File: src/rtl/morse_key_decoder.sv
// morse_key_decoder
// Receive-side timing decoder for a Morse straight key. The raw key is
// synchronised, debounced, and its key-down / key-up durations are measured
// in Morse units of UNIT_CYCLES clocks. Each mark becomes a dot or a dash,
// symbols are packed into a right-aligned letter code, and letter and word
// gaps are flagged.
//
// Ports:
//   clock         in   system clock (only clock)
//   reset         in   synchronous, active-high reset
//   key           in   raw asynchronous key, 1 = pressed
//   key_db        out  debounced key level
//   symbol_valid  out  one-cycle pulse per completed mark
//   symbol_dash   out  0 = dot, 1 = dash; holds between pulses
//   letter_valid  out  one-cycle pulse at a letter gap (3 units of key-up)
//   letter_code   out  [4:0] symbols, first symbol at bit letter_len-1
//   letter_len    out  [2:0] symbol count 1..5
//   letter_err    out  more than 5 symbols were keyed in the letter
//   word_end      out  one-cycle pulse at a word gap (7 units of key-up)
//   state_dbg     out  [1:0] current FSM state (0 IDLE, 1 MARK, 2 SPACE)
//
// Output contract: there is no back-pressure. symbol_valid, letter_valid and
// word_end are single-cycle, registered strobes; the data that accompanies a
// strobe (symbol_dash, letter_code/len/err) is valid in the strobe cycle and
// holds until the next strobe of the same kind.
module morse_key_decoder #(
  parameter int UNIT_CYCLES     = 25_000_000,
  parameter int DEBOUNCE_CYCLES = 1_000_000
) (
  input  logic       clock,
  input  logic       reset,
  input  logic       key,
  output logic       key_db,
  output logic       symbol_valid,
  output logic       symbol_dash,
  output logic       letter_valid,
  output logic [4:0] letter_code,
  output logic [2:0] letter_len,
  output logic       letter_err,
  output logic       word_end,
  output logic [1:0] state_dbg
);

  localparam int CYC_W = $clog2(UNIT_CYCLES);
  localparam int DB_W  = $clog2(DEBOUNCE_CYCLES + 1);
  localparam logic [CYC_W-1:0] CYC_LAST = CYC_W'(UNIT_CYCLES - 1);
  localparam logic [CYC_W-1:0] CYC_ONE  = CYC_W'(1);
  localparam logic [DB_W-1:0]  DB_LAST  = DB_W'(DEBOUNCE_CYCLES - 1);

  typedef enum logic [1:0] {
    ST_IDLE  = 2'd0,
    ST_MARK  = 2'd1,
    ST_SPACE = 2'd2
  } state_t;

  // ---------------------------------------------------------------------
  // Synchroniser and debounce
  // ---------------------------------------------------------------------
  logic            r_sync1;
  logic            r_key_s;
  logic            r_key_db;
  logic [DB_W-1:0] r_db_cnt;

  always_ff @(posedge clock) begin
    if (reset) begin
      r_sync1  <= 1'b0;
      r_key_s  <= 1'b0;
      r_key_db <= 1'b0;
      r_db_cnt <= '0;
    end else begin
      r_sync1 <= key;
      r_key_s <= r_sync1;
      if (r_key_s == r_key_db) begin
        r_db_cnt <= '0;
      end else if (r_db_cnt == DB_LAST) begin
        r_key_db <= r_key_s;
        r_db_cnt <= '0;
      end else begin
        r_db_cnt <= r_db_cnt + 1'b1;
      end
    end
  end

  // ---------------------------------------------------------------------
  // Timing FSM and letter assembly
  // ---------------------------------------------------------------------
  state_t           r_state;
  logic [CYC_W-1:0] r_cyc;
  logic [3:0]       r_unit;
  logic [4:0]       r_code;
  logic [2:0]       r_len;
  logic             r_err;
  logic             r_sym_valid;
  logic             r_sym_dash;
  logic             r_let_valid;
  logic [4:0]       r_let_code;
  logic [2:0]       r_let_len;
  logic             r_let_err;
  logic             r_word_end;

  state_t           w_state_nxt;
  logic [CYC_W-1:0] w_cyc_nxt;
  logic [3:0]       w_unit_nxt;
  logic [4:0]       w_code_nxt;
  logic [2:0]       w_len_nxt;
  logic             w_err_nxt;
  logic             w_sym_valid_nxt;
  logic             w_sym_dash_nxt;
  logic             w_let_valid_nxt;
  logic [4:0]       w_let_code_nxt;
  logic [2:0]       w_let_len_nxt;
  logic             w_let_err_nxt;
  logic             w_word_end_nxt;
  logic [CYC_W-1:0] w_cyc_inc;
  logic [3:0]       w_unit_inc;
  logic             w_rollover;
  logic             w_dash;

  always_comb begin
    w_state_nxt     = r_state;
    w_cyc_nxt       = r_cyc;
    w_unit_nxt      = r_unit;
    w_code_nxt      = r_code;
    w_len_nxt       = r_len;
    w_err_nxt       = r_err;
    w_sym_valid_nxt = 1'b0;
    w_sym_dash_nxt  = r_sym_dash;
    w_let_valid_nxt = 1'b0;
    w_let_code_nxt  = r_let_code;
    w_let_len_nxt   = r_let_len;
    w_let_err_nxt   = r_let_err;
    w_word_end_nxt  = 1'b0;

    // Duration counter step; the unit count saturates at 15.
    w_rollover = (r_cyc == CYC_LAST);
    if (w_rollover) begin
      w_cyc_inc  = '0;
      w_unit_inc = (r_unit == 4'd15) ? r_unit : r_unit + 4'd1;
    end else begin
      w_cyc_inc  = r_cyc + 1'b1;
      w_unit_inc = r_unit;
    end
    w_dash = (r_unit >= 4'd2);

    // Counters restart at 1 on entry to MARK/SPACE because the cycle that
    // triggers the transition is already the first cycle of the new level.
    // That makes {r_unit, r_cyc} equal the number of completed cycles of the
    // current level, so thresholds land exactly on multiples of UNIT_CYCLES.
    case (r_state)
      ST_IDLE: begin
        if (r_key_db) begin
          w_state_nxt = ST_MARK;
          w_cyc_nxt   = CYC_ONE;
          w_unit_nxt  = 4'd0;
        end
      end
      ST_MARK: begin
        if (r_key_db) begin
          w_cyc_nxt  = w_cyc_inc;
          w_unit_nxt = w_unit_inc;
        end else begin
          w_sym_valid_nxt = 1'b1;
          w_sym_dash_nxt  = w_dash;
          if (r_len == 3'd5) begin
            w_err_nxt = 1'b1;
          end else begin
            w_code_nxt = {r_code[3:0], w_dash};
            w_len_nxt  = r_len + 3'd1;
          end
          w_state_nxt = ST_SPACE;
          w_cyc_nxt   = CYC_ONE;
          w_unit_nxt  = 4'd0;
        end
      end
      ST_SPACE: begin
        if (r_key_db) begin
          w_state_nxt = ST_MARK;
          w_cyc_nxt   = CYC_ONE;
          w_unit_nxt  = 4'd0;
        end else begin
          w_cyc_nxt  = w_cyc_inc;
          w_unit_nxt = w_unit_inc;
          // This low cycle completes the third unit of the gap.
          if (w_rollover && r_unit == 4'd2) begin
            w_let_valid_nxt = 1'b1;
            w_let_code_nxt  = r_code;
            w_let_len_nxt   = r_len;
            w_let_err_nxt   = r_err;
            w_code_nxt      = 5'd0;
            w_len_nxt       = 3'd0;
            w_err_nxt       = 1'b0;
          end
          // This low cycle completes the seventh unit of the gap.
          if (w_rollover && r_unit == 4'd6) begin
            w_word_end_nxt = 1'b1;
            w_state_nxt    = ST_IDLE;
            w_cyc_nxt      = '0;
            w_unit_nxt     = 4'd0;
          end
        end
      end
      default: begin
        w_state_nxt = ST_IDLE;
        w_cyc_nxt   = '0;
        w_unit_nxt  = 4'd0;
      end
    endcase
  end

  always_ff @(posedge clock) begin
    if (reset) begin
      r_state     <= ST_IDLE;
      r_cyc       <= '0;
      r_unit      <= 4'd0;
      r_code      <= 5'd0;
      r_len       <= 3'd0;
      r_err       <= 1'b0;
      r_sym_valid <= 1'b0;
      r_sym_dash  <= 1'b0;
      r_let_valid <= 1'b0;
      r_let_code  <= 5'd0;
      r_let_len   <= 3'd0;
      r_let_err   <= 1'b0;
      r_word_end  <= 1'b0;
    end else begin
      r_state     <= w_state_nxt;
      r_cyc       <= w_cyc_nxt;
      r_unit      <= w_unit_nxt;
      r_code      <= w_code_nxt;
      r_len       <= w_len_nxt;
      r_err       <= w_err_nxt;
      r_sym_valid <= w_sym_valid_nxt;
      r_sym_dash  <= w_sym_dash_nxt;
      r_let_valid <= w_let_valid_nxt;
      r_let_code  <= w_let_code_nxt;
      r_let_len   <= w_let_len_nxt;
      r_let_err   <= w_let_err_nxt;
      r_word_end  <= w_word_end_nxt;
    end
  end

  assign key_db       = r_key_db;
  assign symbol_valid = r_sym_valid;
  assign symbol_dash  = r_sym_dash;
  assign letter_valid = r_let_valid;
  assign letter_code  = r_let_code;
  assign letter_len   = r_let_len;
  assign letter_err   = r_let_err;
  assign word_end     = r_word_end;
  assign state_dbg    = r_state;

endmodule

File: config.mk
export PLATFORM = sky130hd
export DESIGN_NAME = morse_key_decoder
export DESIGN_NICKNAME = d
export VERILOG_FILES = /design/src/rtl/morse_key_decoder.sv
export SDC_FILE = /design/constraint.sdc
export NUM_CORES = 1
export LEC_CHECK = 0
export ABC_AREA = 1
export CAP_MARGIN = 20
export CORE_ASPECT_RATIO = 0.75
export CORE_MARGIN = 1
export CORE_UTILIZATION = 40
export CTS_CLUSTER_DIAMETER = 120
export DETAILED_ROUTE_END_ITERATION = 10
export GPL_TIMING_DRIVEN = 0
export REMOVE_ABC_BUFFERS = 1
export SYNTH_ARGS = -nofsm -noshare
export SYNTH_HDL_FRONTEND = slang
export SYNTH_SLANG_ARGS = --single-unit
File: constraint.sdc
create_clock -name clock -period 2 [get_ports clock]
set_clock_uncertainty 0.2 [all_clocks]
set_input_delay 0.4 -clock clock [delete_from_list [all_inputs] [get_ports clock]]
set_output_delay 0.4 -clock clock [all_outputs]
set_load 0.03 [all_outputs]
-- Yosys cells after proc, flatten, opt, wreduce, memory -nomap -nowiden
Index checks and enable logic that the tools add are counted.
- add/subtract/negate cells: 4
- $lt $le $gt $ge: 1
- equality and inequality tests: 16
- muxes and demuxes: 36
- bitwise operators: 4
- reductions and logical operators: 13
- operators by type and width (cell ; count):
    2-to-1 mux 25 bit ; 5
    one-hot mux 25 bit (3 select lines) ; 1
    adder 25 x 1 -> 25 bit (second input constant) ; 1
    == test 25 bit (second input constant) ; 1
    2-to-1 mux 4 bit ; 6
    adder 20 x 1 -> 20 bit (second input constant) ; 1
    == test 20 bit (second input constant) ; 1
    2-to-1 mux 5 bit ; 4
    2-to-1 mux 3 bit ; 4
    inequality test 2 bit (second input constant) ; 6
    one-hot mux 4 bit (3 select lines) ; 1
    one-hot mux 5 bit (2 select lines) ; 1
    AND reduction 5 bit ; 2
    2-to-1 mux 2 bit ; 4
    2-to-1 mux 1 bit ; 7
    one-hot mux 2 bit (3 select lines) ; 1
    one-hot mux 3 bit (2 select lines) ; 1
    AND reduction 3 bit ; 2
    OR reduction 3 bit ; 2
    adder 4 x 1 -> 4 bit (second input constant) ; 1
    == test 4 x 2 -> 1 bit (second input constant) ; 1
    == test 4 x 3 -> 1 bit (second input constant) ; 1
    == test 4 bit (second input constant) ; 1
    >= comparator 4 x 2 -> 1 bit (second input constant) ; 1
    other kinds (13) ; 18
- register bits: 76
- output and inout bits: 16
- logic and storage cells: 91

-- Logic depth before layout (Yosys ltp)
- depth after elaboration: 6
- depth in mapped cells: 13
- gate-level depth less buffers: 12

-- Worst setup path after synthesis
OpenSTA, ideal clock, no wires.
- kind: flip-flop to flip-flop
- start: register r_state[0] (netlist: state_dbg[0])
- end: register r_cyc[11]
- setup time: 0.116 ns
- arrival time: 1.760 ns
- data required time: 1.684 ns
- slack: -0.075 ns
- cell stages (with the launch flop): 13
- buffers on the path: 1
- cell sequence: dfxtp_1 > inv_1 > ha_1 > buf_4 > inv_2 > nor2_4 > nor2_1 > nor2_1 > nand2_2 > nand2_2 > nand2_4 > inv_2 > and3_1
- word-level cells in the longest chain between the ends: 2
- elaborated cells on any way between the ends: 5
- RTL lines (element ; line ; text):
    start: declaration ; 87 ; state_t r_state;
    start signal: assignment ; 226 ; r_state <= w_state_nxt;
    == test 2 bit (tied with other cells) ; 149 ; case (r_state)
    one-hot mux 25 bit (3 select lines) or inequality test 2 bit (tied branches) ; -- ;
    end signal: assignment ; 227 ; r_cyc <= w_cyc_nxt;
    end: declaration ; 88 ; logic [CYC_W-1:0] r_cyc;
Parallel ways exist; a longest one is shown, timed or not.
A chain may end at the register's enable or synchronous reset.

-- Final worst setup path
- start: register r_sym_dash (netlist: symbol_dash)
- end: output symbol_dash
- RTL lines (element ; line ; text):
    start: declaration ; 94 ; logic r_sym_dash;
    start signal: assignment ; 233 ; r_sym_dash <= w_sym_dash_nxt;
    end: declaration ; 35 ; output logic symbol_dash,
No word-level cell between the ends.

==> flow_summary.json <==
{
  "outcome": "complete, no violations",
  "crit_family": "buffers and inverters",
  "dieArea_um2": 10500,
  "leakage_nw": 1.92,
  "antenna_left": 0,
  "crit_type": "flip-flop to output port",
  "power_mw": 3.93,
  "syn_inst": 578,
  "drtIter0Drc": 181,
  "clkLatencyLatePin_ns": 0.34,
  "yosys_warnings": 0,
  "yosys-top-cells-area": "dfxtp_1, nand2_1, nor2_1, inv_1, a21oi_1",
  "num-fill-cells": 953,
  "p_switching_mw": 1.17,
  "fin_area_um2": 5070,
  "yosysMostFrequentCell": "nand2_1",
  "cts.clk_slew.worst_paths_ns": 0.06,
  "pwr-share-comb": 0.202,
  "layout_setup_ws_ns": 0.0428,
  "grt_usage": 0.197,
  "grt_pass1_vias": 3382,
  "grt_max_degree": 24,
  "max-cap-violations": 0,
  "synth.distinct_cells": 38,
  "crit_chain": "clkdlybuf4s50_1",
  "fmax_ghz": 0.511,
  "wl_per_cell_um": 13.3,
  "cts_num_sinks": 76,
  "ir_drop_mv": 0.424,
  "die_w_um": 118,
  "holdCritStartpoint": "r_sync1",
  "cp_slowest_cell": "clkdlybuf4s50_1",
  "hpwl_um": 6550,
  "p_int_mw": 2.76,
  "synth-edff-count": 0,
  "rr_startpoint": "r_cyc[0]",
  "cts-root-buf": "clkbuf_16",
  "fin_crit_sh": 0.979,
  "synth_flop_cell": "dfxtp_1",
  "hold-path-cell-count": 2,
  "synth_area_um2": 4040,
  "vias_per_cell": 5.04,
  "utilization": 0.521,
  "place_ws_ns": -1.34,
  "placed_cell_area_um2": 4320,
  "hp-class": "flip-flop to flip-flop",
  "min_to": "r_key_s",
  "drive_above_1_share": 0.195,
  "swShare": 0.297,
  "multiInputGateArea_um2": 2320,
  "antenna_found_initial": 0,
  "fp.coreArea_um2": 9740,
  "holdWs_ns": 0.202,
  "ys_seq_elements": 76,
  "r2r-end": "r_cyc[16]",
  "grt_pass1_wl_um": 16300,
  "period_needed_ns": 1.96,
  "crit_arrival_ns": 1.36,
  "r2r_slack_ns": 0.05,
  "clock_power_share": 0.390,
  "initial_utilization": 0.415,
  "ios": 19,
  "start_kind": "flip-flop",
  "instances_no_fill": 764,
  "cts_htree_levels": 3,
  "clock_path_buffers": 2,
  "synthToLayoutAreaGrowth_pct": 25.4,
  "regArea_um2": 1540,
  "die_y_um": 89.1,
  "rsz0062_at_grt": "true",
  "gp_congestion": 0.853,
  "syn_area_per_cell_um2": 7.00,
  "cellPowerDensity_nw_per_um2": 775,
  "pwr-share-seq": 0.408,
  "crit_buf_inv": 1,
  "worst_pin_slew_ns": 0.564,
  "finalSetupViolations": 0,
  "drv_slew": 0,
  "routed_wl_um": 10200,
  "crit_required_ns": 1.40,
  "relSlewSlack": 0.624,
  "first_pass_iters": 4,
  "cp_slowest_stage_delay_ns": 0.68,
  "drcViolationCount": 0,
  "fin_nets": 641,
  "rows": 31,
  "timing.final.hold_violations": 0,
  "yosys-top-cells-count": "nand2_1, nor2_1, inv_1, dfxtp_1, a21oi_1",
  "n_antenna_cell": 0,
  "synth_top_cell_area_share": 0.376,
  "cts-buffers-inserted": 9,
  "numPortBuffers": 18,
  "async_flop_share": 0,
  "end_kind": "output port",
  "r2r_cells": 10,
  "post-place-cells": 717,
  "yosysSeqAreaShare": 0.376,
  "grt.overflow.total": 0,
  "cts_tree": "built",
  "vias": 3854,
  "yosysTopAreaCell": "dfxtp_1",
  "setup_tns_ns": 0,
  "crit_fanout": 2
}
sequential cells by signal, summed over array words and instances (netlist names), 2 cells and up:
register	cells
letter_code	5
letter_len	3
r_code	5
r_cyc	25
r_db_cnt	20
r_len	3
r_unit	4
state_dbg	2
layout make-up:
type | instances | area share
tap | 132 | 0.0326
clock inverter | 4 | 0.00493
clock buffer | 11 | 0.0498
timing repair buffer | 49 | 0.0873
sequential | 76 | 0.304
multi-input combinational | 410 | 0.458
inverter | 82 | 0.0636
power by group through the flow:
stage          Combinational, mW  Sequential (mW)  Clock (mW)
2_1_floorplan              0.349             1.65           0
3_3_place_gp               0.529             1.63           0
3_5_place_dp               0.536             1.63           0
4_1_cts                    0.682             1.60        1.57
5_1_grt                    0.854             1.61        1.65
6_report                   0.795             1.60        1.53
worst reg2reg max path: stages, from the launching register on:
cell and delay (ns):
dfxtp_4 0.37, ha_4 0.15, nand2_4 0.06, inv_4 0.07, nand3_4 0.12, buf_12 0.17, nor2_4 0.17, nand2_4 0.09
nor3_4 0.24, xnor2_1 0.15, nor2_1 0.05
cells in the final DEF (no fill, tap or decap), drive strengths merged:
cell type      instances
or3                    1
a32oi                  1
nor4                   4
clkinvlp               4
or2                    3
nand4                 24
ha                    10
nor3b                  3
a31oi                  1
inv                   80
clkdlybuf4s50         14
buf                   31
xnor2                  4
xor2                   7
o21bai                 2
clkinv                 2
nand2                112
nor3                  25
clkdlybuf4s15          1
clkbuf                11
dlygate4sd2            3
nor2                  97
a211oi                 3
o21ai                 25
nand3                 40
and3                   3
a21oi                 44
nand3b                 1
dfxtp                 76
cell families (layout without fill, tap and decap cells):
family          count (synthesis)  in the layout  synth area share
xor+xnor                       11             11            0.0238
fa+ha+maj                      10             10            0.0309
compound gates                 76             76             0.104
buf+inv                        93            146            0.0931
simple gates                  312            313             0.372
flops                          76             76             0.376
worst max path at each step:
stage	endpoint	cells after the start	startpoint	slack (ns)
finish	symbol_dash	1	symbol_dash	0.04
global route	r_cyc[20]	11	r_cyc[0]	-0.05
CTS	r_cyc[14]	13	r_cyc[0]	0.008
detailed placement	r_db_cnt[17]	8	reset	-1.34
global placement	r_cyc[11]	9	state_dbg[0]	-1.56
floorplan	r_cyc[11]	9	state_dbg[0]	-0.73
what timing repair did:
item                       CTS  global route
cloned                       1             0
gates resized for setup     26            46
pin swaps                    7            14
setup endpoints to repair   74            50
setup buffers               11            20
hold buffers                 0             0
routing by layer:
layer	share of wire	wire length [um]	track usage
met1	0.51	5160	0.265
met4	0.013	131	0.0839
met5	0	0	0
met2	0.44	4520	0.305
met3	0.036	368	0.0459
(Power assumes the default switching activity.)
